## config.mk

```make
export PLATFORM = sky130hd
export DESIGN_NAME = scan_seq_ctrl
export DESIGN_NICKNAME = d
export VERILOG_FILES = /design/src/rtl/scan_seq_pkg.sv /design/src/rtl/step_tick_gen.sv /design/src/rtl/scan_seq_ctrl.sv
export SDC_FILE = /design/constraint.sdc
export NUM_CORES = 1
export LEC_CHECK = 0
export CAP_MARGIN = 20
export CELL_PAD_IN_SITES_DETAIL_PLACEMENT = 0
export CELL_PAD_IN_SITES_GLOBAL_PLACEMENT = 1
export CORE_ASPECT_RATIO = 0.7
export CORE_UTILIZATION = 47
export CTS_BUF_LIST = sky130_fd_sc_hd__clkbuf_4 sky130_fd_sc_hd__clkbuf_8 sky130_fd_sc_hd__clkbuf_16
export DETAILED_ROUTE_END_ITERATION = 16
export GPL_TIMING_DRIVEN = 0
export PLACE_DENSITY_LB_ADDON = 0.1
export SETUP_SLACK_MARGIN = 0.1
export SYNTH_ARGS = -nofsm -noshare
export SYNTH_HDL_FRONTEND = slang
export SYNTH_SLANG_ARGS = --single-unit
```

## constraint.sdc

```tcl
create_clock -name fpga_clk -period 4.96 [get_ports fpga_clk]
set_clock_uncertainty 0.15 [all_clocks]
set_input_delay 1.488 -clock fpga_clk [delete_from_list [all_inputs] [get_ports fpga_clk]]
set_output_delay 1.488 -clock fpga_clk [all_outputs]
set_load 0.03 [all_outputs]
```

## src/rtl/scan_seq_pkg.sv

```systemverilog
// Shared FSM state type, default timing constants and channel-walk helper for scan_seq_ctrl.
package scan_seq_pkg;

    typedef enum logic [2:0] {
        StIdle,
        StRotate,
        StSettle,
        StSwset,
        StAcq,
        StCheck
    } scan_state_e;

    localparam int unsigned MAX_CH           = 16;
    localparam int unsigned TCNT_W           = 16;
    localparam int unsigned DEF_N_CH         = 4;
    localparam int unsigned DEF_CNT_W        = 10;
    localparam int unsigned DEF_N_ROT        = 720;
    localparam int unsigned DEF_ROT_TICKS    = 5;
    localparam int unsigned DEF_SETTLE_TICKS = 100;
    localparam int unsigned DEF_SW_TICKS     = 3;
    localparam int unsigned DEF_ADC_TICKS    = 30;

    // Nearest set bit at or beyond idx, walking up (dir=0) or down (dir=1); -1 when none.
    function automatic int next_set_bit(input logic [MAX_CH-1:0] mask, input int idx,
                                        input logic dir);
        int res;
        res = -1;
        for (int i = 0; i < int'(MAX_CH); i++) begin
            if (mask[i] && !dir && res < 0 && i >= idx) res = i;
            if (mask[i] && dir && i <= idx) res = i;
        end
        return res;
    endfunction

endpackage

```

## src/rtl/step_tick_gen.sv

```systemverilog
// Brings the free-running stp_clk into the fpga_clk domain as a one-cycle tick per rising edge.
module step_tick_gen (
    input  logic i_clk,
    input  logic i_rst,
    input  logic i_stp_clk,
    output logic o_tick
);

    logic [2:0] r_sync;  // [1:0] two-flop synchroniser, [2] edge-detect history

    always_ff @(posedge i_clk or posedge i_rst) begin
        if (i_rst) begin
            r_sync <= '0;
            o_tick <= 1'b0;
        end else begin
            r_sync <= {r_sync[1:0], i_stp_clk};
            o_tick <= r_sync[1] & ~r_sync[2];
        end
    end

endmodule

```

## src/rtl/scan_seq_ctrl.sv

```systemverilog
// Rotation / RF-switch / ADC scan sequencer timed in stp_clk ticks.
// Define SCAN_ZIGZAG_EN to add rot_dir and reverse the channel order on odd positions.
module scan_seq_ctrl
    import scan_seq_pkg::*;
#(
    parameter int unsigned N_CH         = DEF_N_CH,
    parameter int unsigned CNT_W        = DEF_CNT_W,
    parameter int unsigned N_ROT        = DEF_N_ROT,
    parameter int unsigned ROT_TICKS    = DEF_ROT_TICKS,
    parameter int unsigned SETTLE_TICKS = DEF_SETTLE_TICKS,
    parameter int unsigned SW_TICKS     = DEF_SW_TICKS,
    parameter int unsigned ADC_TICKS    = DEF_ADC_TICKS
) (
    input  logic                     fpga_clk,
    input  logic                     sys_init_ctrl,
    input  logic                     stp_clk,
    input  logic                     trg_ctrl,
    input  logic                     abort_ctrl,
    input  logic [N_CH-1:0]          ch_mask,
    output logic                     wrk_stat,
    output logic                     rot_en,
    output logic                     adc_en,
    output logic [N_CH-1:0]          rf_sw,
    output logic [$clog2(N_CH)-1:0]  adc_ch,
    output logic [CNT_W-1:0]         rot_count,
    output logic                     scan_done,
    output logic                     cfg_err
`ifdef SCAN_ZIGZAG_EN
    ,
    output logic                     rot_dir
`endif
);

    localparam int unsigned       CH_W        = $clog2(N_CH);
    localparam logic [TCNT_W-1:0] ROT_LAST    = TCNT_W'(ROT_TICKS - 1);
    localparam logic [TCNT_W-1:0] SETTLE_LAST = TCNT_W'(SETTLE_TICKS - 1);
    localparam logic [TCNT_W-1:0] SW_LAST     = TCNT_W'(SW_TICKS - 1);
    localparam logic [TCNT_W-1:0] ADC_LAST    = TCNT_W'(ADC_TICKS - 1);
    localparam logic [CNT_W-1:0]  ROT_END     = CNT_W'(N_ROT);

    scan_state_e       r_state;
    logic [TCNT_W-1:0] r_tcnt;
    logic [N_CH-1:0]   r_mask;
    logic              w_tick;
    logic              w_dir;
    logic              w_done;
    logic [MAX_CH-1:0] w_mask_ext;
    int                w_first;
    int                w_next;
    logic [N_CH-1:0]   w_first_sw;
    logic [N_CH-1:0]   w_next_sw;

    step_tick_gen u_tick (
        .i_clk     (fpga_clk),
        .i_rst     (sys_init_ctrl),
        .i_stp_clk (stp_clk),
        .o_tick    (w_tick)
    );

`ifdef SCAN_ZIGZAG_EN
    assign w_dir = rot_dir;
`else
    assign w_dir = 1'b0;
`endif

    always_comb begin
        w_mask_ext = '0;
        w_mask_ext[N_CH-1:0] = r_mask;
        w_first = next_set_bit(w_mask_ext, w_dir ? int'(N_CH) - 1 : 0, w_dir);
        w_next  = next_set_bit(w_mask_ext, w_dir ? int'(adc_ch) - 1 : int'(adc_ch) + 1, w_dir);
        w_first_sw = (w_first >= 0) ? (N_CH'(1) << w_first) : '0;
        w_next_sw  = (w_next >= 0) ? (N_CH'(1) << w_next) : '0;
    end

    // The current tick completes the interval of the current timed state.
    always_comb begin
        w_done = 1'b0;
        unique case (r_state)
            StRotate: w_done = w_tick && (r_tcnt == ROT_LAST);
            StSettle: w_done = w_tick && (r_tcnt == SETTLE_LAST);
            StSwset:  w_done = w_tick && (r_tcnt == SW_LAST);
            StAcq:    w_done = w_tick && (r_tcnt == ADC_LAST);
            default:  w_done = 1'b0;
        endcase
    end

    always_ff @(posedge fpga_clk or posedge sys_init_ctrl) begin
        if (sys_init_ctrl) begin
            r_state   <= StIdle;
            r_tcnt    <= '0;
            r_mask    <= '0;
            wrk_stat  <= 1'b0;
            rot_en    <= 1'b0;
            adc_en    <= 1'b0;
            rf_sw     <= '0;
            adc_ch    <= '0;
            rot_count <= '0;
            scan_done <= 1'b0;
            cfg_err   <= 1'b0;
`ifdef SCAN_ZIGZAG_EN
            rot_dir   <= 1'b0;
`endif
        end else begin
            scan_done <= 1'b0;
            cfg_err   <= 1'b0;
            if (w_tick) r_tcnt <= r_tcnt + 1'b1;
            if (abort_ctrl) begin
                // rot_count is kept so the host can see how far the scan got.
                r_state  <= StIdle;
                wrk_stat <= 1'b0;
                rot_en   <= 1'b0;
                adc_en   <= 1'b0;
                rf_sw    <= '0;
            end else begin
                unique case (r_state)
                    StIdle: begin
                        if (trg_ctrl && ch_mask != '0) begin
                            r_mask    <= ch_mask;
                            rot_count <= '0;
                            wrk_stat  <= 1'b1;
                            rot_en    <= 1'b1;
                            r_tcnt    <= '0;
                            r_state   <= StRotate;
`ifdef SCAN_ZIGZAG_EN
                            rot_dir   <= 1'b0;
`endif
                        end else if (trg_ctrl) begin
                            cfg_err <= 1'b1;
                        end
                    end
                    StRotate: begin
                        if (w_done) begin
                            rot_en  <= 1'b0;
                            r_tcnt  <= '0;
                            r_state <= StSettle;
                        end
                    end
                    StSettle: begin
                        if (w_done) begin
                            rf_sw   <= w_first_sw;
                            adc_ch  <= CH_W'(w_first);
                            r_tcnt  <= '0;
                            r_state <= StSwset;
                        end
                    end
                    StSwset: begin
                        if (w_done) begin
                            adc_en  <= 1'b1;
                            r_tcnt  <= '0;
                            r_state <= StAcq;
                        end
                    end
                    StAcq: begin
                        if (w_done) begin
                            adc_en <= 1'b0;
                            r_tcnt <= '0;
                            if (w_next >= 0) begin
                                rf_sw   <= w_next_sw;
                                adc_ch  <= CH_W'(w_next);
                                r_state <= StSwset;
                            end else begin
                                rf_sw     <= '0;
                                rot_count <= rot_count + 1'b1;
                                r_state   <= StCheck;
                            end
                        end
                    end
                    StCheck: begin
                        if (rot_count == ROT_END) begin
                            wrk_stat  <= 1'b0;
                            scan_done <= 1'b1;
                            r_state   <= StIdle;
                        end else begin
                            rot_en  <= 1'b1;
                            r_tcnt  <= '0;
                            r_state <= StRotate;
`ifdef SCAN_ZIGZAG_EN
                            rot_dir <= ~rot_dir;
`endif
                        end
                    end
                    default: r_state <= StIdle;
                endcase
            end
        end
    end

endmodule

```

==> results.md, run 1 <==
* Status: finished clean
* Clk_lat worst skew at between 0.3 and 0.4 ns
* Die W at 93.7 µm
* Cts hold-fix bufs at 0
* Logic gate share of total power at between 20% and 30%
* Final worst setup slack at about 1.4 ns
* Setup TNS at 0 ns
* Starting density of the core at 50.8%
* Setup bufs post-CTS at 0
* Fmax at about 280 MHz
* Pre-CTS setup slack at around 1.1 ns
* Register area share after synthesis at around 43%
* Leak at approximately 1.4 nW
* Tightest Pin Transition at approximately 0.90 ns
* First-pass GRT wire length at roughly 11 mm
* Syn-to-layout area delta at 18.5%
* Routed Antenna Nets at 0
* Initial antenna violation count at 0
* I/O Pins at 30
* Clock sinks at 48
* Power share of the sequential group at between 40% and 50%
* Clock Tree Buf Depth at 2
* Worst VDD drop at between 150 and 200 µV
* Finished Layout Cells at just over 400
* DP HPWL at around 4.7 mm
* H-tree depth at 2
* Hold Path Class: flip-flop to flip-flop
* Power Dens Cells at ~300 nW/µm²
* Post-Route WL at approximately 6.3 mm
* Post-synthesis instance total at slightly below 300
* Vias in the first global route at 2110
* CTS Buf Count at 5
* Synth warn at 0
* RSZ-0062 raised after global routing: false
* Clk network pwr share at between 20% and 30%
* Root Driver: clkbuf_8
* Post-CTS sizing at 0
* Synth top cells by count: dfrtp_1, nor2_1, nand2_1
* DP Cell Count at approximately 400
* Yosys top cell area share at between 40% and 50%
* Min Tclk post-route at 3.60 ns
* # DRC at 0
* Ranking of synthesized cells by area: dfrtp_1, nor2_1, xor2_1
* Cell Int Power at around 0.67 mW
* Die area at a little over 6000 µm²
* Top FF cell, synth: dfrtp_1
* Total global routing overflow at 0
* 1st-pass router iterations at 4
* CP required at about 5 ns
* Unique masters post-synth at 60
* Max_cap viols at 0
* Placer Congestion at 0.822
* Core area at between 5000 and 6000 µm²
* Total GRT Usage at a little under a quarter
* Most frequent cell after synthesis: dfrtp_1
* DRT iter0 DRCs at about 130
* Setup crit start kind: input port
* Yosys reg bits at 48
* Setup violations, final at 0
* Wire length per cell at 15.7 µm
* Share of cells above drive strength 1 at between 10 and 15%
* Via Count at between 2000 and 2500
* Critical Path AT at between 3 and 4 ns
* Post-synth EDFFs at 0
* CTS tree: done
* Synth async-reset ratio at 100%
* Mapped Avg Cell Area at ~9.4 µm²
* Switching part of the total at 31.1%
* Worst slew margin at 39.4%
* # port buffers at 29
* Post-DP Area at ~3200 µm²
* Post-route cell area at around 3300 µm²
* Pin count of the biggest net entering global routing at 28
* Critical path class: input port to flip-flop
* Nets@finish at roughly 340
* Max-slew violations at 0
* DR vias/cell at roughly 5.6
* Worst-path clk slew at 0.09 ns
* Fillers at around 510
* Endpoints failing hold at 0
* Worst Setup End Kind: flip-flop
* Sw Pwr at roughly 0.30 mW
* Tcrit/Tclk final at slightly above 70%
* FP Rows at 22
* Worst Path Max Fanout at 6
* DIE HEIGHT at between 60 and 70 µm
* N_diodes at 0
* Netlist Area Pre-Place at between 2000 and 3000 µm²
* Net count after synthesis at around 300
* Area leader, netlist: dfrtp_1
-- power groups by stage --
stage,Combinational [mW],Sequential [mW],Clock [mW]
2_1_floorplan,0.165,0.461,0
3_3_place_gp,0.220,0.463,0
3_5_place_dp,0.225,0.464,0
4_1_cts,0.225,0.457,0.292
5_1_grt,0.251,0.463,0.308
6_report,0.225,0.458,0.290
-- cells by family (layout without fill, tap and decap cells) --
kind of cell               Yosys count  count (layout)  synth area share (%)
and+or+nand+nor                    135             135                  27.4
AOI/OAI and AO/OA                   59              59                  13.9
DFF                                 48              48                  43.4
xor gates and xnor gates            18              18                  5.70
buffers and inverters               18              56                  3.30
muxes                               12              12                  4.61
adders and majority gates            4               4                  1.72
-- layer usage --
layer | up-vias | track usage [%] | part of all wire [%]
met5 | - | 0 | 0
met4 | 0 | 5.77 | 0.58
met3 | 7 | 4.14 | 5.2
met2 | 62 | 30.7 | 40
met1 | 1073 | 35.7 | 54
li1 | 1134 | - | -
-- area by class of cell --
class	instances	area, µm²	share of cell area [%]
multi-input combinational	228	1480	45.0
sequential	48	1200	36.6
timing repair buffer	30	310	9.46
tap	72	90.1	2.75
clock buffer	5	68.8	2.10
buffer	11	65.1	1.98
clock inverter	3	42.5	1.30
inverter	7	26.3	0.801
-- critical path, stage by stage --
cell,delay [ns]
clkdlybuf4s50_1,0.44
o41a_1,0.49
o21ai_1,0.42
nor2_1,0.19
and3b_1,0.20
a32o_1,0.24
a31o_1,0.17
-- final timing paths --
check / startpoint / to / slack, ns / cells past startpoint
worst max-delay path: ch_mask[1] / rot_count[8] / 1.36 / 7
worst min-delay path: u_tick.r_sync[0] / u_tick.r_sync[1] / 0.22 / 0
worst max register to register: r_state[0] / rot_count[7] / 2.34 / 7
worst min register to register: u_tick.r_sync[0] / u_tick.r_sync[1] / 0.22 / 0
max in group asynchronous: sys_init_ctrl / wrk_stat / 2.77 / 3
min in group asynchronous: sys_init_ctrl / rot_count[3] / 1.38 / 2
-- placed cells by master, fill, tap and decap left out, types with 2 or more instances in the layout --
cell	Yosys	routed
o22ai_1	3	3
xor2_1	11	11
a21oi_1	18	18
nor2_1	41	41
buf_6	2	2
nor2b_1	5	5
nand2_1	21	21
or3_1	5	5
nor3b_2	4	4
clkbuf_1	4	4
clkbuf_8	0	5
inv_1	7	6
nand2b_1	2	2
ha_1	3	3
o21ai_1	2	2
mux2_2	6	6
a32o_1	3	3
xnor2_1	7	7
clkdlybuf4s50_1	0	29
nand4_1	8	8
or3b_1	4	4
o21a_1	2	2
nand3_1	10	10
and2_1	5	5
dfrtp_1	48	48
o21ai_0	12	12
o32ai_1	2	2
nand3b_1	2	2
buf_2	4	4
o21bai_1	2	2
nor3_1	9	9
and3_1	3	3
nor4_1	4	4
a31o_1	2	2
mux2i_1	6	6
-- stage by stage --
step	utilization (%)	hold slack [ns]	total power, mW
after global placement	57.8	0.185	0.683
final	60.2	0.216	0.973
after global routing	60.2	0.242	1.02
after CTS	60.2	0.225	0.974
after detailed placement	58.1	0.195	0.689
after floorplan	-	0.181	0.625
-- flip-flops by register name, indices dropped and copies added (netlist names) --
register	count
r_tcnt	16
rot_count	10
r_mask	4
rf_sw	4
r_state	3
u_tick.r_sync	3
adc_ch	2
adc_en	1
cfg_err	1
rot_en	1
scan_done	1
u_tick.o_tick	1
wrk_stat	1
Power figures use the tool's default switching activity.
==> inputs of run 2 (changes only) <==
--- a/config.mk
+++ b/config.mk
@@ -9,7 +9,7 @@
 export CELL_PAD_IN_SITES_DETAIL_PLACEMENT = 0
 export CELL_PAD_IN_SITES_GLOBAL_PLACEMENT = 1
 export CORE_ASPECT_RATIO = 0.7
-export CORE_UTILIZATION = 47
+export CORE_UTILIZATION = 44
 export CTS_BUF_LIST = sky130_fd_sc_hd__clkbuf_4 sky130_fd_sc_hd__clkbuf_8 sky130_fd_sc_hd__clkbuf_16
 export DETAILED_ROUTE_END_ITERATION = 16
 export GPL_TIMING_DRIVEN = 0
==> constraint.sdc (replaced) <==
create_clock -name fpga_clk -period 3.6 [get_ports fpga_clk]
set_clock_uncertainty 0.15 [all_clocks]
set_input_delay 1.08 -clock fpga_clk [delete_from_list [all_inputs] [get_ports fpga_clk]]
set_output_delay 1.08 -clock fpga_clk [all_outputs]
set_load 0.03 [all_outputs]
==> run 2 against run 1 <==
Total power grew 40%. Non-clock buffer count is the same. Clock power grew 43%. Design area grew 0.42%. Sequential power grew 38%. Global-route usage shrank 0.98 points. Critical path depth is the same. Combinational power grew 40%. Clock-buffer cell count grew 1. Worst hold slack gained 0.0010 ns. Register-to-register slack lost 1.4 ns. Setup slack lost 0.99 ns. Critical path type unchanged. Critical endpoint unchanged.
==> results.md, run 2 (synthesized netlist as in run 1, its figures left out) <==
* Critical path class: input port to flip-flop
* Clock Tree Buf Depth at 2 (unchanged)
* Cts hold-fix bufs at 0 (unchanged)
* Worst Path Max Fanout at 6 (unchanged)
* Endpoints failing hold at 0 (unchanged)
* Max reg flops at 16 (unchanged)
* Wire length per cell at 16.3 µm (+4.0%)
* Vias in the first global route at 2080 (-1.4%)
* Clock sinks at 48 (unchanged)
* Share of cells above drive strength 1 at 10.8% (unchanged)
* Register area at 1200 µm² (unchanged)
* RSZ-0062 raised after global routing: false
* Total global routing overflow at 0 (unchanged)
* Via Count at 2294 (+0.79%)
* CP max stage delay at 0.48 ns (about the same)
* FP Rows at 23 (+4.5%)
* Leak at 1.37 nW (+0.53%)
* Tcrit/Tclk final at between 80% and 90%
* Largest Register: r_tcnt
* DR vias/cell at 5.64 (about the same)
* Hold Path Class: flip-flop to flip-flop
* Cell at the slowest stage of the critical path: o41a_1
* Critical Path, Cell by Cell: clkdlybuf4s50_1 -> o41a_1 -> o21ai_1 -> nor2_1 -> and3b_1 -> a32o_1 -> a31o_1
* Power Total at 1.36 mW (+40%)
* Power Dens Cells at 413 nW/µm² (+39%)
* CTS tree: done
* Max_cap viols at 0 (unchanged)
* # port buffers at 29 (unchanged)
* DRT iter0 DRCs at 170 (+27%)
* DP HPWL at 4.92 mm (+5.6%)
* Post-Route WL at 6.64 mm (+4.7%)
* Pin count of the biggest net entering global routing at 26 (-7.1%)
* Setup violations, final at 0 (unchanged)
* Worst-path clk slew at 0.09 ns (about the same)
* Tightest Pin Transition at 1.07 ns (+0.170 ns)
* Starting density of the core at 46.9% (-3.9 points)
* Initial antenna violation count at 0 (unchanged)
* CTS Buf Count at 5 (unchanged)
* I/O Pins at 30 (unchanged)
* Root Driver: clkbuf_8
* Final worst setup slack at 0.373 ns (-0.990 ns)
* Total GRT Usage at 21.5% (-0.98 points)
* Min Tclk post-route at ~3.2 ns
* Die area at 6620 µm² (+6.6%)
* # DRC at 0 (unchanged)
* Setup crit start kind: input port
* N_diodes at 0 (unchanged)
* Fmax at around 310 MHz
* Routed Antenna Nets at 0 (unchanged)
* First-pass GRT wire length at 11.1 mm (+4.5%)
* Placer Congestion at 0.787 (-4.3%)
* Pre-CTS setup slack at 0.0765 ns (-0.986 ns)
* Biggest regs: r_tcnt: 16 flops, rot_count: 10 flops
* Nets@finish at 343 (unchanged)
* 1st-pass router iterations at 4 (unchanged)
* Worst VDD drop at 228 µV (+22%)
* Finished Layout Cells at 407 (+0.74%)
* Core area at 5900 µm² (+8.2%)
* Post-CTS sizing at 0 (unchanged)
* Fillers at 556 (+9.9%)
* DIE HEIGHT at 68.4 µm (+3.2%)
* CP required at 3.64 ns (-1.38 ns)
* Clk_lat worst skew at 0.30 ns (about the same)
* Worst slew margin at 27.9% (-11 points)
* Setup bufs post-CTS at 0 (unchanged)
* Syn-to-layout area delta at 19.0%
* DP Cell Count at 399 (+0.76%)
* H-tree depth at 2 (unchanged)
* Critical Path AT at 3.27 ns (-0.38 ns)
* Commonest non-fill, non-tap cell in the layout: dfrtp_1
* Highest-count cells in the layout ignoring fill and taps: dfrtp_1, nor2_1, clkdlybuf4s50_1
* Worst Setup End Kind: flip-flop
* Die W at 96.8 µm (+3.3%)
* Status: finished clean
* Footprint of the multi-input gates at 1480 µm² (unchanged)
* Setup TNS at 0 ns (unchanged)
* Max-slew violations at 0 (unchanged)
-- run 2: changes by cell type in the layout (fill, tap and decap cells not counted), sizes merged --
cell and change:
clkbuf +1, clkinvlp -1
-- run 2: critical path: cells and delay by family --
| family | cells | cell delay [ns] |
|---|---|---|
| compound gates | 4 | 1.32 |
| buf+inv | 1 | 0.45 |
| simple gates | 2 | 0.41 |
-- run 2: through the flow --
step                util [%]  area, µm²  hold slack [ns]
floorplan                  -       2770            0.181
global placement        53.4       3150            0.193
detailed placement      53.8       3170            0.188
CTS                     55.8       3290            0.219
global route            55.8       3290            0.234
finish                  55.8       3290            0.217
-- run 2: power breakdown --
group | switching (mW) | leakage (nW) | total, mW | internal [mW]
registers | 0.0501 | 0.646 | 0.630 | 0.580
clock network | 0.187 | 0.0614 | 0.414 | 0.227
logic | 0.177 | 0.661 | 0.315 | 0.138
total | 0.414 | 1.37 | 1.36 | 0.945
-- run 2: worst paths after layout --
check	start	end	slack [ns]	depth (start not counted)
setup / recovery	ch_mask[0]	rot_count[8]	0.37	7
hold / removal	u_tick.r_sync[0]	u_tick.r_sync[1]	0.22	0
setup reg to reg	rot_count[3]	r_tcnt[13]	0.94	6
hold reg to reg	u_tick.r_sync[0]	u_tick.r_sync[1]	0.22	0
max in group asynchronous	sys_init_ctrl	rot_count[8]	1.79	3
min in group asynchronous	sys_init_ctrl	u_tick.r_sync[0]	0.98	2
-- run 2: layer usage --
metal	share of wire [%]	routed length (µm)	GRT usage [%]	vias up
met4	0.36	24	3.36	0
li1	-	-	-	1135
met5	0	0	0	-
met1	56	3700	35.7	1111
met2	40	2680	28.5	46
met3	3.5	230	3.68	2
-- run 2: area by class of cell --
cell class / count / share of cell area (%)
timing repair buffer: 30 / 9.42
buffer: 11 / 1.98
inverter: 7 / 0.798
clock inverter: 2 / 1.18
clock buffer: 6 / 2.51
sequential: 48 / 36.5
tap: 75 / 2.85
multi-input combinational: 228 / 44.8
==> inputs of run 3 (changes only) <==
--- a/config.mk
+++ b/config.mk
@@ -5,11 +5,13 @@
 export SDC_FILE = /design/constraint.sdc
 export NUM_CORES = 1
 export LEC_CHECK = 0
+export ABC_AREA = 1
+export ABC_CLOCK_PERIOD_IN_PS = 3600
 export CAP_MARGIN = 20
 export CELL_PAD_IN_SITES_DETAIL_PLACEMENT = 0
 export CELL_PAD_IN_SITES_GLOBAL_PLACEMENT = 1
 export CORE_ASPECT_RATIO = 0.7
-export CORE_UTILIZATION = 44
+export CORE_UTILIZATION = 42
 export CTS_BUF_LIST = sky130_fd_sc_hd__clkbuf_4 sky130_fd_sc_hd__clkbuf_8 sky130_fd_sc_hd__clkbuf_16
 export DETAILED_ROUTE_END_ITERATION = 16
 export GPL_TIMING_DRIVEN = 0
==> run 3 against run 2 <==
Register-to-register slack better by 0.68 ns. Sequential power is 9.4% higher. Die area is 11% higher. Cell count is 27% higher. Largest power group is now combinational logic. Highest routed layer unchanged. Critical path type is now flip-flop to output pin. Total power is 31% higher. Flip-flop and latch count stayed put.
==> results.md, run 3 <==
* Highest-count cells in the layout ignoring fill and taps: nand2_1, dfrtp_1, nor2_1
* Biggest regs: r_tcnt: 16 flops, rot_count: 10 flops
* Post-CTS sizing at 0 (unchanged)
* Hold Path Class: flip-flop to flip-flop
* Pin count of the biggest net entering global routing at 27 (+3.8%)
* Placer Congestion at 0.858 (+9.1%)
* Power Dens Cells at 520 nW/µm² (+26%)
* Tightest Pin Transition at 0.504 ns (-0.567 ns)
* Die area at 7330 µm² (+11%)
* H-tree depth at 2 (unchanged)
* Logic gate share of total power at 44.3% (+21 points)
* Total GRT Usage at 21.5% (-0.070 points)
* DP HPWL at 5.52 mm (+12%)
* Status: finished clean
* Register area share after synthesis at 40.9% (-2.5 points)
* Cell at the slowest stage of the critical path: clkdlybuf4s50_1
* Net count after synthesis at 398 (+30%)
* Met2 usage at 27.3% (-1.3 points)
* Core area at 6760 µm² (+15%)
* Unique masters post-synth at 36 (-40%)
* Routed Antenna Nets at 0 (unchanged)
* Switching part of the total at 41.9% (+11 points)
* Root Driver: clkbuf_8
* Setup TNS at 0 ns (unchanged)
* Top FF cell, synth: dfrtp_1
* Worst Setup End Kind: output pin
* Synth warn at 0 (unchanged)
* Total global routing overflow at 0 (unchanged)
* Setup bufs post-CTS at 0 (unchanged)
* RSZ-0062 raised after global routing: false
* DR vias/cell at 4.94 (-12%)
* Min Tclk post-route at 2.70 ns (-0.524 ns)
* Yosys reg bits at 48 (unchanged)
* CTS Buf Count at 5 (unchanged)
* Worst Path Max Fanout at 7 (+1)
* Max-slew violations at 0 (unchanged)
* Clk network pwr share at 17.1% (-13 points)
* Die W at 102 µm (+5.3%)
* Nets@finish at 434 (+27%)
* Yosys top cell area share at 40.9% (-2.5 points)
* Ranking of synthesized cells by area: dfrtp_1, nand2_1, nand3_1
* Leak at 1.59 nW (+16%)
* Worst slew margin at 66.3% (+38 points)
* Wire length per cell at 13.8 µm (-16%)
* Setup crit start kind: flip-flop
* Endpoints failing hold at 0 (unchanged)
* Critical Path AT at 1.47 ns (-1.80 ns)
* Syn-to-layout area delta at 17.0%
* Setup violations, final at 0 (unchanged)
* I/O Pins at 30 (unchanged)
* Most frequent cell after synthesis: nand2_1
* Fmax at 370 MHz (+19%)
* Critical path class: flip-flop to output pin
* CTS tree: done
* FP Rows at 25 (+8.7%)
* CP required at 2.37 ns (-1.27 ns)
* Post-Route WL at 7.11 mm (+7.0%)
* Tcrit/Tclk final at 75.1% (-15 points)
* Share of cells above drive strength 1 at 11.4% (+0.53 points)
* Critical Path, Cell by Cell: clkdlybuf4s50_1
* DRT iter0 DRCs at 146 (-14%)
* Sw Pwr at 0.749 mW (+81%)
* Max_cap viols at 0 (unchanged)
* Mapped Avg Cell Area at 7.60 µm² (-19%)
* Post-synth EDFFs at 0 (unchanged)
* Busiest grt layer: met1
* Area leader, netlist: dfrtp_1
* Netlist Area Pre-Place at 2930 µm² (+6.0%)
* Global routing usage on met1 at 36.0% (+0.36 points)
* Met3 usage at 5.49% (+1.8 points)
* Via Count at 2549 (+11%)
* Post-synthesis instance total at 386 (+31%)
* CP max stage delay at 0.72 ns (+0.24 ns)
* Clock Tree Buf Depth at 2 (unchanged)
* First-pass GRT wire length at 12.0 mm (+8.6%)
* Clk_lat worst skew at 0.29 ns (about the same)
* Worst-path clk slew at 0.08 ns (about the same)
* Fin Hold WS at 0.208 ns (-0.00889 ns)
* Cell family with most CP delay: buffers and inverters
* DIE HEIGHT at 71.9 µm (+5.2%)
* # port buffers at 28 (-3.4%)
* Starting density of the core at 43.4% (-3.5 points)
* Vias in the first global route at 2372 (+14%)
* Max reg flops at 16 (unchanged)
* 1st-pass router iterations at 4 (unchanged)
* Initial antenna violation count at 0 (unchanged)
* Cts hold-fix bufs at 0 (unchanged)
* Clock sinks at 48 (unchanged)
* Commonest non-fill, non-tap cell in the layout: nand2_1
* Synth async-reset ratio at 100% (unchanged)
* Power share of the sequential group at 38.6% (-7.8 points)
* N_diodes at 0 (unchanged)
* Cell Int Power at 1.04 mW (+9.7%)
* # DRC at 0 (unchanged)
* Synth top cells by count: nand2_1, dfrtp_1, nor2_1
* Largest Register: r_tcnt
* Worst VDD drop at 264 µV (+16%)
* Power Total at 1.79 mW (+31%)
* WP buf/inv at 1 (unchanged)
## run 3: changes by cell type in the layout (fill, tap and decap cells not counted), sizes merged, moves of 5 or more
| cell | change |
|---|---|
| o21ai | -5 |
| or3b | -5 |
| nand2 | +93 |
| mux2 | -5 |
| or3 | -5 |
| nor2b | -5 |
| nand3 | +28 |
| inv | +31 |
| mux2i | -6 |
| nor2 | +8 |
| and2 | -5 |
## run 3: final cells by class
cell class,instances,area (µm²)
buffer,12,91.3
clock buffer,6,76.3
clock inverter,1,5.00
fill,695,3320
inverter,38,143
multi-input combinational,288,1500
sequential,48,1200
tap,94,118
timing repair buffer,29,300
## run 3: through the flow
step / setup WS (ns) / cells / instance area, µm² / util, %
3_3_place_gp: 0.181 / 508 / 3330 / 49.3
2_1_floorplan: 1.23 / 386 / 2930 / -
4_1_cts: 0.876 / 516 / 3430 / 50.8
6_report: 0.897 / 516 / 3430 / 50.8
5_1_grt: 0.823 / 516 / 3430 / 50.8
3_5_place_dp: 0.644 / 509 / 3350 / 49.6
## run 3: final timing paths
check / end / from / slack, ns / cells past startpoint
worst max register to register: r_tcnt[15] / u_tick.o_tick / 1.62 / 10
min in group asynchronous: u_tick.r_sync[0] / sys_init_ctrl / 0.98 / 2
worst min register to register: u_tick.r_sync[1] / u_tick.r_sync[0] / 0.21 / 0
max in group asynchronous: rot_count[6] / sys_init_ctrl / 1.80 / 3
worst max-delay path: rot_count[2] / rot_count[2] / 0.90 / 1
worst min-delay path: u_tick.r_sync[1] / u_tick.r_sync[0] / 0.21 / 0
## run 3: power by group through the flow
stage / Sequential (mW) / Clock, mW / Combinational, mW
2_1_floorplan: 0.720 / 0 / 0.561
3_3_place_gp: 0.698 / 0 / 0.784
3_5_place_dp: 0.700 / 0 / 0.785
4_1_cts: 0.689 / 0.328 / 0.791
5_1_grt: 0.701 / 0.352 / 0.877
6_report: 0.689 / 0.305 / 0.791
## run 3: layer usage
layer / up-vias / share of wire, %
li1: 1320 / -
met1: 1151 / 57
met2: 76 / 36
met3: 2 / 6.6
met4: 0 / 0.31
met5: - / 0
## run 3: cells by family (layout without fill, tap and decap cells)
group                      Yosys count  after routing  synth area share (%)
and+or+nand+nor                    232            232                  38.0
buffers and inverters               50             86                  7.97
DFF                                 48             48                  40.9
AOI/OAI and AO/OA                   37             37                  6.95
xor gates and xnor gates            15             15                  4.48
adders and majority gates            3              3                  1.28
muxes                                1              1                 0.384
